<file path="src/rtl/alu_scheduler.sv">
// alu_scheduler: round-robin sharing of one external combinational 8-bit ALU among NREQ requesters
// Ports: clk/reset (sync, active-high); req_valid/req_ready + packed req_a/req_b/req_op per requester;
// alu_a/alu_b/alu_op registered operands to the ALU, alu_res/alu_z/alu_c back from it;
// resp_valid/resp_ready response handshake carrying resp_id/resp_out/resp_zero/resp_carry/resp_err.
module alu_scheduler #(
  parameter int NREQ = 4,
  parameter int IDW = $clog2(NREQ)
) (
  input  logic              clk,
  input  logic              reset,
  input  logic [NREQ-1:0]   req_valid,
  output logic [NREQ-1:0]   req_ready,
  input  logic [8*NREQ-1:0] req_a,
  input  logic [8*NREQ-1:0] req_b,
  input  logic [4*NREQ-1:0] req_op,
  output logic [7:0]        alu_a,
  output logic [7:0]        alu_b,
  output logic [3:0]        alu_op,
  input  logic [7:0]        alu_res,
  input  logic              alu_z,
  input  logic              alu_c,
  output logic              resp_valid,
  input  logic              resp_ready,
  output logic [IDW-1:0]    resp_id,
  output logic [7:0]        resp_out,
  output logic              resp_zero,
  output logic              resp_carry,
  output logic              resp_err
);
  localparam logic [1:0] IDLE = 2'd0, EXEC = 2'd1, RESP = 2'd2;
  logic [1:0] state;
  logic [IDW-1:0] last_grant, grant, idx;
  logic found;
  // first pending requester strictly after last_grant, wrapping modulo NREQ
  always_comb begin
    found = 1'b0;
    grant = last_grant;
    idx = last_grant;
    for (int k = 1; k <= NREQ; k++) begin
      idx = IDW'((int'(last_grant) + k) % NREQ);
      if (!found && req_valid[idx]) begin
        found = 1'b1;
        grant = idx;
      end
    end
  end
  assign req_ready = (state == IDLE && found) ? NREQ'(1) << grant : '0;
  assign resp_valid = state == RESP;
  always_ff @(posedge clk) begin
    if (reset) begin
      state <= IDLE;
      last_grant <= IDW'(NREQ - 1);
      alu_a <= '0;
      alu_b <= '0;
      alu_op <= '0;
      resp_id <= '0;
      resp_out <= '0;
      resp_zero <= 1'b0;
      resp_carry <= 1'b0;
      resp_err <= 1'b0;
    end else if (state == IDLE && found) begin
      alu_a <= req_a[8*grant +: 8];
      alu_b <= req_b[8*grant +: 8];
      alu_op <= req_op[4*grant +: 4];
      last_grant <= grant;
      resp_id <= grant;
      state <= EXEC;
    end else if (state == EXEC) begin
      resp_out <= alu_res;
      resp_zero <= alu_z;
      resp_carry <= alu_c;
      resp_err <= alu_op == 4'h0 || alu_op > 4'hB;
      state <= RESP;
    end else if (state == RESP && resp_ready) begin
      state <= IDLE;
    end
  end
endmodule

</file>
<file path="config.mk">
export PLATFORM = sky130hd
export DESIGN_NAME = alu_scheduler
export DESIGN_NICKNAME = d
export VERILOG_FILES = /design/src/rtl/alu_scheduler.sv
export SDC_FILE = /design/constraint.sdc
export NUM_CORES = 1
export LEC_CHECK = 0
export BUFFER_PORTS_ARGS = -buffer_cell sky130_fd_sc_hd__buf_4
export CORE_MARGIN = 8
export CORE_UTILIZATION = 46
export CTS_BUF_LIST = sky130_fd_sc_hd__clkbuf_16
export CTS_CLUSTER_DIAMETER = 80
export CTS_CLUSTER_SIZE = 16
export DETAILED_ROUTE_END_ITERATION = 6
export PLACE_DENSITY = 0.85
export SLEW_MARGIN = 20
export SYNTH_ARGS = -nofsm -noshare
export SYNTH_HDL_FRONTEND = slang
export SYNTH_SLANG_ARGS = --single-unit
</file>
<file path="constraint.sdc">
create_clock -name clk -period 2.3 [get_ports clk]
set_input_delay 0.115 -clock clk [delete_from_list [all_inputs] [get_ports clk]]
set_output_delay 0.115 -clock clk [all_outputs]
set_load 0.02 [all_outputs]
</file>
==> qor.yml <==
outcome: "finished clean"
switching_share: 0.3373
hold_path_end: "resp_out[2]"
timing.final.crit_share: 0.9352
post_cts_resized: 0
drt_pass1_iterations: 4
numPortBuffers: 134
cts_inserted_buffers: 5
p_switching_mw: 0.8646
die-area_sq_um: 7156
cp.arrival_ns: 2.04
p_int_mw: 1.698
die_y_microns: 84.60
report.final.slew_viol_count: 0
worstPathCellList: "nor3_1 -> nand2_2 -> buf_12 -> nor2_1 -> buf_4"
synth_area_per_cell_sq_um: 8.230
irDropWorstVdd_uv: 425.9
post_cts_buffers: 0
setup_viol_count_final: 0
clock_path_buffers: 2
final_common_cell: "buf_4"
grt_pass1_vias: 2619
dp_hpwl_microns: 5952
rsz0062_at_grt: "no"
clkLatencyLatePin_ns: 0.28
timing.rr.end: "alu_a[7]"
grt_pass1_wl_microns: 12770
viasPerCell: 5.856
power.density_nw_per_um2: 755.1
leakagePower_nw: 1.579
fin_crit_ns: 2.151
fin_nets: 485
r2r-start: "state[0]"
final_util: 0.7332
overflow: 0
grt_use_total: 0.2198
whs_path_depth: 3
r2r_setup_slack_ns: 0.30
relSlewSlack: 0.5276
cts_hold_buf: 0
clkPwrFrac: 0.305
antenna_left: 0
seq_area_frac_synth: 0.3422
core_area_sq_um: 4629
setup_tns_ns: 0
synth_flop_cell: "dfxtp_1"
netlist_instances: 263
yosys_warnings: 0
initial_core_util: 0.4676
wl_per_cell_microns: 18.39
syn_nets: 360
cap_violations: 0
ys_async_sr_fraction: 0
tightest_slew_ns: 0.7071
ys_ff_latch: 37
cts_tree: "done"
num_vias: 2594
slowest_delay_ns: 0.58
final_cell_mix: "buf_4 (144), nand2_1 (44), dfxtp_1 (37)"
antenna_cells: 0
drive_gt1_frac: 0.4165
area_delta_synth_final_pct: 56.82
gp_congestion: 0.8264
antenna_found_initial: 0
clockRootBuffer: "clkbuf_16"
pin_count: 135
worst-r2r-cell-count: 5
netlist_area_sq_um: 2165
dieWidth_microns: 84.60
clock_sinks: 37
crit_slowest_cell: "nor3_1"
worstPathRequired_ns: 2.18
cp_top_family: "simple AND/OR/NAND/NOR gates"
cp-end-kind: "output port"
drtIter0Drc: 217
grt_start_max_net_pins: 38
skew_ns: 0.004014
seqPwrFrac: 0.317
p_comb_frac: 0.378
path_clk_slew_ns: 0.06
hp-start: "alu_res[2]"
drc: 0
worstHoldPathType: "in -> reg"
finalHoldViolations: 0
setup.worst_path.start_class: "flip-flop"
setup.worst_path.start: "state[0]"
routed_wl_microns: 8145
h-tree-depth: 2
synth_edf_count: 0
critical_path_class: "reg -> out"
num_rows: 25
critPathBufInv: 2
cp_max_fo: 17
max_freq_mhz: 464.9
synth.distinct_cells: 28
[power by group through the flow]
stage / Clock (mW) / Combinational (mW) / Sequential [mW]
6_report: 0.781 / 0.970 / 0.813
3_5_place_dp: 0 / 0.968 / 0.825
4_1_cts: 0.791 / 0.974 / 0.812
2_1_floorplan: 0 / 0.448 / 0.923
5_1_grt: 0.816 / 1.04 / 0.826
3_3_place_gp: 0 / 0.951 / 0.821
[state kept, by name, summed over array words and instances, names as in the netlist]
signal      cells
last_grant      2
state           2
resp_err        1
resp_out        8
resp_id         2
alu_op          4
resp_carry      1
alu_b           8
alu_a           8
resp_zero       1
[metal layers]
metal,vias up,part of all wire,track usage
met2,121,0.50,0.3758
li1,1243,-,-
met4,0,0.028,0.08252
met1,1210,0.38,0.2359
met3,20,0.095,0.09073
met5,-,0,0
[worst max-delay path by stage]
stage	cells past startpoint	slack, ns	end
after floorplan	5	0.55	req_ready[0]
after global placement	5	0.47	req_ready[2]
after detailed placement	4	0.36	alu_op[1]
after CTS	5	0.08	req_ready[2]
after global routing	7	0.04	req_ready[2]
final	5	0.15	req_ready[2]
[through the flow]
| stage | area (sq um) | instances | power [mW] | setup slack, ns | hold WS, ns |
|---|---|---|---|---|---|
| 4_1_cts | 3392 | 443 | 2.577 | 0.08487 | 0.07225 |
| 5_1_grt | 3395 | 443 | 2.686 | 0.04358 | 0.08246 |
| 3_3_place_gp | 3226 | 435 | 1.772 | 0.4737 | 0.3613 |
| 2_1_floorplan | 2165 | 263 | 1.371 | 0.5537 | 0.2510 |
| 3_5_place_dp | 3226 | 435 | 1.792 | 0.3636 | 0.3722 |
| 6_report | 3395 | 443 | 2.563 | 0.1491 | 0.07494 |
[kinds of logic (layout without fill, tap and decap cells)]
family | Yosys count | after routing | share of synthesized area
multiplexers | 20 | 20 | 0.09248
buffers and inverters | 29 | 155 | 0.05780
flip-flops | 37 | 37 | 0.3422
AO/OA/AOI/OAI | 85 | 85 | 0.3035
AND/OR/NAND/NOR | 92 | 92 | 0.2040
[area by class of cell]
cell class              count  area, sq um
multi-input cells         197         1311
fillers                   367         1235
repair buffers            145         1101
flip-flops and latches     37        740.7
clock buffers               5        125.1
well taps                  54        67.56
clock inverters             3        41.29
inverters                   2        7.507
[synthesized netlist by cell type, drive strengths merged (4+ instances only)]
cell    count  share of area
nor3        5          0.017
nand2      45          0.078
nand4      20          0.058
nor2       10          0.017
o21ai       6          0.014
o311ai     20           0.10
a21o       21          0.073
nor2b       4          0.012
clkbuf     24          0.042
dfxtp      37           0.34
o31ai      20          0.069
a21oi      15          0.035
mux2i      20          0.092
[worst register-to-register path: cells and delay by family (launching register included)]
kind                   cells  cell delay, ns
DFF                        1            0.35
and+or+nand+nor            1            0.58
buffers and inverters      1            0.31
AOI/OAI and AO/OA          3            0.67
No activity file was read; power rests on OpenSTA's default activity.
